$ cat config.mk
export PLATFORM = sky130hd
export DESIGN_NAME = adpll_net_sequencer
export DESIGN_NICKNAME = d
export VERILOG_FILES = /design/src/rtl/adpll_seq_pkg.sv /design/src/rtl/ref_edge_sync.sv /design/src/rtl/adpll_net_sequencer.sv
export SDC_FILE = /design/constraint.sdc
export NUM_CORES = 1
export LEC_CHECK = 0
export ABC_AREA = 1
export CAP_MARGIN = 20
export CORE_ASPECT_RATIO = 0.8
export CORE_MARGIN = 2
export CORE_UTILIZATION = 45
export DETAILED_ROUTE_END_ITERATION = 8
export HOLD_SLACK_MARGIN = 0.03
export PLACE_DENSITY = 0.81
export SYNTH_ARGS = -nofsm -noshare
export SYNTH_HDL_FRONTEND = slang
export SYNTH_HIERARCHICAL = 1
export SYNTH_SLANG_ARGS = --single-unit
$ cat constraint.sdc
create_clock -name fpga_clk_i -period 2.3 [get_ports fpga_clk_i]
set_clock_uncertainty 0.05 [all_clocks]
set_input_delay 0.46 -clock fpga_clk_i [delete_from_list [all_inputs] [get_ports fpga_clk_i]]
set_output_delay 0.46 -clock fpga_clk_i [all_outputs]
set_load 0.02 [all_outputs]
$ cat src/rtl/adpll_seq_pkg.sv
// rtl/adpll_seq_pkg.sv - shared state encoding and weight profiles for the ADPLL array sequencer
package adpll_seq_pkg;

  typedef enum logic [2:0] {
    ST_IDLE   = 3'd0,
    ST_ACQ    = 3'd1,
    ST_TRACK  = 3'd2,
    ST_SETTLE = 3'd3,
    ST_LOCKED = 3'd4
  } state_e;

  localparam int DIR_LEFT  = 0;
  localparam int DIR_ABOVE = 1;
  localparam int DIR_RIGHT = 2;
  localparam int DIR_BELOW = 3;

  localparam int NODE_11 = 0;
  localparam int NODE_12 = 1;
  localparam int NODE_21 = 2;
  localparam int NODE_22 = 3;

  function automatic logic [63:0] weight_field(input int node, input int dir, input logic [3:0] w);
    logic [63:0] r;
    r = 64'(w) << (16 * node + 4 * dir);
    return r;
  endfunction

  localparam logic [63:0] WEIGHTS_UNI =
      weight_field(NODE_11, DIR_LEFT, 4'd4) |
      weight_field(NODE_12, DIR_LEFT, 4'd4) |
      weight_field(NODE_21, DIR_ABOVE, 4'd4) |
      weight_field(NODE_22, DIR_LEFT, 4'd2) |
      weight_field(NODE_22, DIR_ABOVE, 4'd2);

  localparam logic [63:0] WEIGHTS_BI =
      weight_field(NODE_11, DIR_LEFT, 4'd2) |
      weight_field(NODE_11, DIR_RIGHT, 4'd1) |
      weight_field(NODE_11, DIR_BELOW, 4'd1) |
      weight_field(NODE_12, DIR_LEFT, 4'd2) |
      weight_field(NODE_12, DIR_BELOW, 4'd2) |
      weight_field(NODE_21, DIR_ABOVE, 4'd2) |
      weight_field(NODE_21, DIR_RIGHT, 4'd2) |
      weight_field(NODE_22, DIR_LEFT, 4'd2) |
      weight_field(NODE_22, DIR_ABOVE, 4'd2);

endpackage

$ cat src/rtl/ref_edge_sync.sv
// rtl/ref_edge_sync.sv - two-flop synchroniser plus registered rising-edge strobe for the reference
module ref_edge_sync (
  input  logic clk_i,
  input  logic rst_n_i,
  input  logic ref_i,
  output logic ref_stb_o
);

  logic sync1_q, sync1_d;
  logic sync2_q, sync2_d;
  logic prev_q, prev_d;
  logic stb_q, stb_d;

  always_comb begin
    sync1_d = ref_i;
    sync2_d = sync1_q;
    prev_d  = sync2_q;
    stb_d   = sync2_q & ~prev_q;
  end

  always_ff @(posedge clk_i or negedge rst_n_i) begin
    if (!rst_n_i) begin
      sync1_q <= 1'b0;
      sync2_q <= 1'b0;
      prev_q  <= 1'b0;
      stb_q   <= 1'b0;
    end else begin
      sync1_q <= sync1_d;
      sync2_q <= sync2_d;
      prev_q  <= prev_d;
      stb_q   <= stb_d;
    end
  end

  assign ref_stb_o = stb_q;

endmodule

$ cat src/rtl/adpll_net_sequencer.sv
// rtl/adpll_net_sequencer.sv - gain scheduling and PLL/network mode sequencing for the 2x2 ADPLL ring
module adpll_net_sequencer
  import adpll_seq_pkg::*;
#(
  parameter int PDET_WIDTH    = 5,
  parameter int KP_WIDTH      = 5,
  parameter int KI_WIDTH      = 8,
  parameter int CNT_WIDTH     = 12,
  parameter int LOCK_THRESH   = 2,
  parameter int UNLOCK_THRESH = 6,
  parameter int LOCK_COUNT    = 16,
  parameter int UNLOCK_COUNT  = 4,
  parameter int SETTLE_EDGES  = 32,
  parameter int TIMEOUT_EDGES = 4095
) (
  input  logic                    fpga_clk_i,
  input  logic                    rst_n_i,
  input  logic                    enable_i,
  input  logic                    uni_dir_i,
  input  logic                    ref_i,
  input  logic [4*PDET_WIDTH-1:0] error_i,
  input  logic [3:0]              kp_acq_i,
  input  logic [3:0]              ki_acq_i,
  input  logic [3:0]              kp_trk_i,
  input  logic [3:0]              ki_trk_i,
  output logic                    adpll_enable_o,
  output logic                    network_mode_o,
  output logic [KP_WIDTH-1:0]     kp_o,
  output logic [KI_WIDTH-1:0]     ki_o,
  output logic [63:0]             weights_o,
  output logic [2:0]              state_o,
  output logic                    locked_o,
  output logic                    timeout_o
);

  localparam logic [CNT_WIDTH-1:0]  LOCK_CNT_C    = CNT_WIDTH'(LOCK_COUNT);
  localparam logic [CNT_WIDTH-1:0]  UNLOCK_CNT_C  = CNT_WIDTH'(UNLOCK_COUNT);
  localparam logic [CNT_WIDTH-1:0]  SETTLE_CNT_C  = CNT_WIDTH'(SETTLE_EDGES);
  localparam logic [CNT_WIDTH-1:0]  TIMEOUT_CNT_C = CNT_WIDTH'(TIMEOUT_EDGES);
  localparam logic [PDET_WIDTH-1:0] LOCK_TH_C     = PDET_WIDTH'(LOCK_THRESH);
  localparam logic [PDET_WIDTH-1:0] UNLOCK_TH_C   = PDET_WIDTH'(UNLOCK_THRESH);

  // Two's-complement negate in the same width, so the most negative code reads as 2^(W-1).
  function automatic logic [PDET_WIDTH-1:0] abs_mag(input logic [PDET_WIDTH-1:0] e);
    return e[PDET_WIDTH-1] ? (~e + 1'b1) : e;
  endfunction

  function automatic logic [CNT_WIDTH-1:0] sat_inc(input logic [CNT_WIDTH-1:0] c);
    return (&c) ? c : c + 1'b1;
  endfunction

  logic                  ref_stb;
  logic                  all_in;
  logic                  any_out;
  logic [PDET_WIDTH-1:0] mag;

  state_e                state_q, state_d;
  logic [CNT_WIDTH-1:0]  lock_cnt_q, lock_cnt_d;
  logic [CNT_WIDTH-1:0]  unlock_cnt_q, unlock_cnt_d;
  logic [CNT_WIDTH-1:0]  edge_cnt_q, edge_cnt_d;
  logic                  timeout_q, timeout_d;
  logic [63:0]           weights_q, weights_d;
  logic                  en_q, en_d;
  logic                  mode_q, mode_d;
  logic                  locked_q, locked_d;
  logic [KP_WIDTH-1:0]   kp_q, kp_d;
  logic [KI_WIDTH-1:0]   ki_q, ki_d;

  ref_edge_sync u_ref_sync (
    .clk_i     (fpga_clk_i),
    .rst_n_i   (rst_n_i),
    .ref_i     (ref_i),
    .ref_stb_o (ref_stb)
  );

  always_comb begin
    all_in  = 1'b1;
    any_out = 1'b0;
    mag     = '0;
    for (int n = 0; n < 4; n++) begin
      mag = abs_mag(error_i[n*PDET_WIDTH +: PDET_WIDTH]);
      if (mag > LOCK_TH_C)   all_in  = 1'b0;
      if (mag > UNLOCK_TH_C) any_out = 1'b1;
    end
  end

  always_ff @(posedge fpga_clk_i or negedge rst_n_i) begin
    if (!rst_n_i) begin
      state_q      <= ST_IDLE;
      lock_cnt_q   <= '0;
      unlock_cnt_q <= '0;
      edge_cnt_q   <= '0;
      timeout_q    <= 1'b0;
      weights_q    <= '0;
      en_q         <= 1'b0;
      mode_q       <= 1'b0;
      locked_q     <= 1'b0;
      kp_q         <= '0;
      ki_q         <= '0;
    end else begin
      state_q      <= state_d;
      lock_cnt_q   <= lock_cnt_d;
      unlock_cnt_q <= unlock_cnt_d;
      edge_cnt_q   <= edge_cnt_d;
      timeout_q    <= timeout_d;
      weights_q    <= weights_d;
      en_q         <= en_d;
      mode_q       <= mode_d;
      locked_q     <= locked_d;
      kp_q         <= kp_d;
      ki_q         <= ki_d;
    end
  end

  // Thresholds are tested on the registered counters, so a transition always
  // lands one cycle after the counter reaches its limit and swallows any strobe.
  always_comb begin
    state_d      = state_q;
    lock_cnt_d   = lock_cnt_q;
    unlock_cnt_d = unlock_cnt_q;
    edge_cnt_d   = edge_cnt_q;
    timeout_d    = timeout_q;
    weights_d    = weights_q;

    case (state_q)
      ST_IDLE: begin
        if (enable_i) begin
          weights_d = uni_dir_i ? WEIGHTS_UNI : WEIGHTS_BI;
          state_d   = ST_ACQ;
        end
      end
      ST_ACQ, ST_TRACK: begin
        if (lock_cnt_q >= LOCK_CNT_C) begin
          state_d = (state_q == ST_ACQ) ? ST_TRACK : ST_SETTLE;
        end else if (edge_cnt_q >= TIMEOUT_CNT_C) begin
          timeout_d  = 1'b1;
          lock_cnt_d = '0;
          edge_cnt_d = '0;
        end else if (ref_stb) begin
          edge_cnt_d = sat_inc(edge_cnt_q);
          lock_cnt_d = all_in ? sat_inc(lock_cnt_q) : '0;
        end
      end
      ST_SETTLE: begin
        if (lock_cnt_q >= LOCK_CNT_C) begin
          state_d = ST_LOCKED;
        end else if (ref_stb) begin
          if (edge_cnt_q < SETTLE_CNT_C) begin
            edge_cnt_d = sat_inc(edge_cnt_q);
          end else begin
            lock_cnt_d = all_in ? sat_inc(lock_cnt_q) : '0;
          end
        end
      end
      ST_LOCKED: begin
        if (unlock_cnt_q >= UNLOCK_CNT_C) begin
          state_d = ST_ACQ;
        end else if (ref_stb) begin
          unlock_cnt_d = any_out ? sat_inc(unlock_cnt_q) : '0;
        end
      end
      default: state_d = ST_IDLE;
    endcase

    if (!enable_i) state_d = ST_IDLE;

    if (state_d != state_q) begin
      lock_cnt_d   = '0;
      unlock_cnt_d = '0;
      edge_cnt_d   = '0;
    end

    if (state_d == ST_IDLE) begin
      lock_cnt_d   = '0;
      unlock_cnt_d = '0;
      edge_cnt_d   = '0;
      timeout_d    = 1'b0;
      weights_d    = '0;
    end
  end

  always_comb begin
    en_d     = 1'b0;
    mode_d   = 1'b0;
    locked_d = 1'b0;
    kp_d     = '0;
    ki_d     = '0;
    case (state_d)
      ST_ACQ: begin
        en_d = 1'b1;
        kp_d = KP_WIDTH'(kp_acq_i);
        ki_d = KI_WIDTH'(ki_acq_i);
      end
      ST_TRACK: begin
        en_d = 1'b1;
        kp_d = KP_WIDTH'(kp_trk_i);
        ki_d = KI_WIDTH'(ki_trk_i);
      end
      ST_SETTLE: begin
        en_d   = 1'b1;
        mode_d = 1'b1;
        kp_d   = KP_WIDTH'(kp_trk_i);
        ki_d   = KI_WIDTH'(ki_trk_i);
      end
      ST_LOCKED: begin
        en_d     = 1'b1;
        mode_d   = 1'b1;
        locked_d = 1'b1;
        kp_d     = KP_WIDTH'(kp_trk_i);
        ki_d     = KI_WIDTH'(ki_trk_i);
      end
      default: ;
    endcase
  end

  assign adpll_enable_o = en_q;
  assign network_mode_o = mode_q;
  assign kp_o           = kp_q;
  assign ki_o           = ki_q;
  assign weights_o      = weights_q;
  assign state_o        = state_q;
  assign locked_o       = locked_q;
  assign timeout_o      = timeout_q;

endmodule
## After elaboration in Yosys (flattened, before gate mapping)

Cells that the tools add are included.

- Register bits: 124
- Latch bits: 0
- Bits in writable memories: 0
- Bits in read-only memories: 0
- Output and inout bits: 84
- Logic and storage cells: 138
- Memories: 0

- $add $sub $neg: 7
- Multiply operators: 0
- Div/mod/pow operators: 0
- $lt $le $gt $ge: 12
- Equal/unequal tests: 18
- Shifts and indexed selects: 0
- Muxes and demuxes: 59
- Bitwise operators: 6
- Reductions and logical operators: 21

Operators with widths:

| operator | count |
|---|---|
| 12-bit 2-to-1 mux | 26 |
| 64-bit 2-to-1 mux | 3 |
| 12-bit case mux with 2 select lines | 2 |
| 42-bit 2-to-1 mux | 1 |
| 12-bit by 1-bit adder with 12-bit output, second input constant | 3 |
| 12-bit AND reduction | 3 |
| 5-bit by 1-bit adder with 5-bit output, second input constant | 4 |
| 5-bit by 2-bit > comparator with 1-bit output, second input constant | 4 |
| 5-bit by 3-bit > comparator with 1-bit output, second input constant | 4 |
| 5-bit 2-to-1 mux | 4 |
| 5-bit inverter | 4 |
| 1-bit 2-to-1 mux | 16 |
| 4-bit inequality test, second input constant | 4 |
| 4-bit case mux with 2 select lines | 2 |
| 3-bit by 2-bit == test with 1-bit output, second input constant | 4 |
| 12-bit greater-or-equal comparator, second input constant | 1 |
| 12-bit by 3-bit greater-or-equal comparator with 1-bit output, second input constant | 1 |
| 12-bit by 5-bit greater-or-equal comparator with 1-bit output, second input constant | 1 |
| 12-bit by 6-bit < comparator with 1-bit output, second input constant | 1 |
| 3-bit 2-to-1 mux | 4 |
| 3-bit case mux with 4 select lines | 1 |
| 6-bit AND reduction | 2 |
| 2-bit nonzero test | 4 |
| 3-bit by 1-bit == test with 1-bit output, second input constant | 2 |
| other kinds (18) | 22 |

## Depth between registers and ports, before layout

- Depth after elaboration: 15
- Gate-level depth with buffers: 16

## Hierarchy

Netlist, hierarchy kept.

Modules (own cells, without submodules):

| module | times used | cells an instance | area each (µm²) | seq. area each (µm²) |
|---|---|---|---|---|
| adpll_net_sequencer | 1 | 564 | 3983.8 | 1351.3 |
| ref_edge_sync | 1 | 6 | 110.1 | 100.1 |

## Worst setup path after synthesis

Ideal clock, no wire load.

- Path type: register to register
- Start: register state_q[1], in the netlist state_o[1]
- End: register edge_cnt_q[1]
- Arrival: 2.044 ns
- Required time: 2.185 ns
- Slack: 0.141 ns
- Stages on the path, launching flop included: 17
- Buffers on the path: 1
- Period minus slack after synthesis: 2.159 ns
- Cell sequence: dfrtp_1 nor2_2 inv_2 nor2_2 nand3_1 nand2_1 nand2_1 nand2_1 nand2_1 clkinv_1 nand2_2 nor2_8 o211ai_4 nand2_4 buf_8 nand2_1 nand2_1

- Longest elaborated chain between the ends: 8

Ends and longest elaborated chain:

| item | line | source |
|---|---|---|
| start: declaration | adpll_net_sequencer.sv:57 | `state_e state_q, state_d;` |
| start signal: assignment | adpll_net_sequencer.sv:101 | `state_q <= state_d;` |
| 3-bit by 1-bit == test with 1-bit output | adpll_net_sequencer.sv:125, adpll_net_sequencer.sv:134 |  |
| 1-bit 2-to-1 mux | adpll_net_sequencer.sv:134 | `state_d = (state_q == ST_ACQ) ? ST_TRACK : ST_SETTLE;` |
| 3-bit 2-to-1 mux | adpll_net_sequencer.sv:133 | `if (lock_cnt_q >= LOCK_CNT_C) begin` |
| 3-bit case mux with 4 select lines | adpll_net_sequencer.sv:125 | `case (state_q)` |
| 3-bit 2-to-1 mux | adpll_net_sequencer.sv:165 | `if (!enable_i) state_d = ST_IDLE;` |
| 3-bit inequality test / 3-bit logical NOT (equally long branches) | adpll_net_sequencer.sv:167, adpll_net_sequencer.sv:173 |  |
| 5-bit by 4-bit inequality test with 1-bit output (no line), or another cell as far along | -- |  |
| 6-bit AND reduction (no line) / 12-bit 2-to-1 mux (equally long branches) | -- |  |
| end signal: assignment | adpll_net_sequencer.sv:104 | `edge_cnt_q <= edge_cnt_d;` |
| end: declaration | adpll_net_sequencer.sv:60 | `logic [CNT_WIDTH-1:0] edge_cnt_q, edge_cnt_d;` |

Several ways; a longest one is shown, not always the timed one.
A chain may end at the register's enable or synchronous reset.

## Worst setup path after layout

- Start: register state_q[0], in the netlist state_o[0]
- End: register edge_cnt_q[11]

Same word-level chain as after synthesis.

==> metrics.txt <==
status=complete, but fails checks; violated checks=setup timing; Setup crit end kind=flop; CP required=2.47 ns; Worst R2R End=edge_cnt_q[11]; drt drc=0; Fill cells=711; Core Footprint=8960 µm²; synthesis warning total=6; area grow syn2layout=35.3%; Yosys top cell area share=0.355; Routed Antenna Nets=0; Pleak=2.82 nW; Mapped Area=4090 µm²; Synth cell types=38; GR met1 Demand/Resource=0.235; first-pass GRT wire length=15,300 µm; drt total wl=10,300 µm; CTS tree=done; share of cells above drive strength 1=0.199; CP startpoint kind=flop; Num Clock Sinks=58; GR Layer Usage met2=0.332; GRT Total Usage=0.191; clock-pin slew on the worst setup and hold paths=0.06 ns; Slew Limit Fails=0; dpl hpwl=7070 µm; wire per inst=12.7 µm; post-route cell area=5540 µm²; Finished Layout Cells=808; final core occ=0.618; vias post-DR=3,900; Final Cycle Share=1.02; pre-CTS WS=-0.205 ns; crit-path max FO=7; FP Rows=31; Multi-input gate area=2200 µm²; initial antenna violation count=0; Gate Count Post-Synth=570; Setup TNS=-0.258 ns; vias in the first global route=3,462; DR iter-0 viols=204; Die Ht=89.3 µm; Peak VDD IR=0.345 mV; critical path class=reg2reg; Nets=738; # diodes=0; FMAX=428 MHz; H-tree Lvls=3; synthesized area per cell=7.18 µm²; PwrDens=563 nW/µm²; TritonRoute pass-1 iters=7; final setup margin=-0.0382 ns; cts bufs inserted=9; Final Critical Period=2.34 ns; Fin. Hold Viols=0; largest net degree at the start of global routing=33; max_cap viols=0; post-synthesis sequential element count=58; Worst R2R Start=state_o[0]; CTS Root Cell=clkbuf_16; Final Setup Violations=14; Starting Density=0.457; unrepaired setup endpoints after global routing=true; Placer Congestion=0.895; vias per cell=4.83; sequential area share after synthesis=0.355; Worst Tran Pin Value=0.659 ns; worst hold-check path type=in2async; Die W=111 µm; clk buf depth=2; grt total ovfl=0; most frequent cells in the layout=107 x nand2_1, 73 x inv_1, 72 x nor2_1, 66 x clkdlybuf4s50_1; clk_lat worst skew=0.33 ns; Area after DPL=4880 µm²; I/O Buffers=67; Data arrival, critical path=2.51 ns; flop2flop setup slack=-0.04 ns; number of hold-repair buffers added at the cts stage=0; most crowded layer after global routing=met2; GR Util met3=0.0603; top post-synthesis cells by area=dfrtp_1 35%, buf_4 12%, nand2_1 11%; total I/O pin count=125; r2r worst-path depth=17; Slew Limit Headroom=0.561; DP Cell Count=776; most common cell after layout, fill and taps aside=nand2_1; Reg area=1450 µm²; die area=9880 µm²; area leader, netlist=dfrtp_1
-- sequential cells by signal, indices dropped and copies added (netlist names), 3 cells and up --
name          count
lock_cnt_q       12
kp_o              4
ki_o              4
edge_cnt_q       12
state_o           3
weights_o         3
unlock_cnt_q     12
-- through the flow --
stage	hold slack (ns)	total power (W)
2_1_floorplan	0.114	0.00147
3_3_place_gp	0.283	0.00159
3_5_place_dp	0.286	0.00161
4_1_cts	0.117	0.00307
5_1_grt	0.145	0.00324
6_report	0.109	0.00312
-- layout make-up --
| type | count | share of cell area |
|---|---|---|
| multi-input combinational | 422 | 0.398 |
| sequential | 58 | 0.262 |
| timing repair buffer | 117 | 0.201 |
| inverter | 80 | 0.0542 |
| clock buffer | 9 | 0.0407 |
| tap | 115 | 0.0260 |
| clock inverter | 7 | 0.0183 |
-- what timing repair did --
| action | CTS | global route |
|---|---|---|
| setup buffers | 0 | 13 |
| setup endpoints to repair | 8 | 31 |
| pin swaps | 0 | 30 |
| cloned | 0 | 3 |
| gates resized for setup | 2 | 55 |
-- cells in the mapped netlist, drive strengths merged --
cell type and instances:
nor3 9, nand3b 1, buf 68, clkinv 2
nor2 87, a21oi 7, a221oi 1, nand2 134
a31oi 1, a211oi 1, or2 1, nand4 4
dfrtp 58, ha 9, nor4 1, o21ai 40
inv 78, o221ai 1, and3 1, clkbuf 1
o211ai 4, nand3 50, xor2 9, conb 1
xnor2 1
-- worst max-delay path: stages (launching register included) --
cell      delay, ns
dfrtp_1        0.40
buf_6          0.13
nor2_4         0.13
inv_2          0.06
nor2_4         0.13
inv_1          0.05
nor2_1         0.10
nor2_1         0.07
nand2_2        0.10
nand2_2        0.09
nand2_2        0.09
nand2_4        0.07
nor2_8         0.20
o211ai_4       0.13
buf_8          0.18
nand2_8        0.09
buf_4          0.11
o21ai_2        0.04
-- per-layer routing --
metal,wire (µm),vias up,part of all wire
li1,-,1899,-
met1,4120,1821,0.40
met2,5200,163,0.51
met3,819,17,0.080
met4,130,0,0.013
met5,0,-,0
-- how the worst max path moves through the flow --
| stage | endpoint | slack [ns] | depth (start not counted) | startpoint |
|---|---|---|---|---|
| 3_5_place_dp | lock_cnt_q[4] | -0.20 | 13 | error_i[0] |
| 6_report | edge_cnt_q[11] | -0.04 | 17 | state_o[0] |
| 2_1_floorplan | edge_cnt_q[1] | 0.14 | 16 | state_o[1] |
| 5_1_grt | edge_cnt_q[2] | -0.12 | 17 | state_o[0] |
| 3_3_place_gp | lock_cnt_q[4] | -0.16 | 13 | error_i[15] |
| 4_1_cts | lock_cnt_q[4] | 0.01 | 16 | state_o[1] |
-- where the power goes --
group	total [W]	switching [W]	internal [W]
registers	0.00107	0.0000213	0.00105
logic	0.000594	0.000353	0.000241
clock network	0.00145	0.000498	0.000954
-- logic make-up after synthesis --
kind of cell	after synthesis	share of synthesized area
AO/OA/AOI/OAI	55	0.0822
AND/OR/NAND/NOR	288	0.313
flip-flops	58	0.355
other	1	0.000916
adder cells (fa/ha/maj)	9	0.0275
buffers and inverters	149	0.201
XOR/XNOR	10	0.0214
No activity file was read; power rests on OpenSTA's default activity.
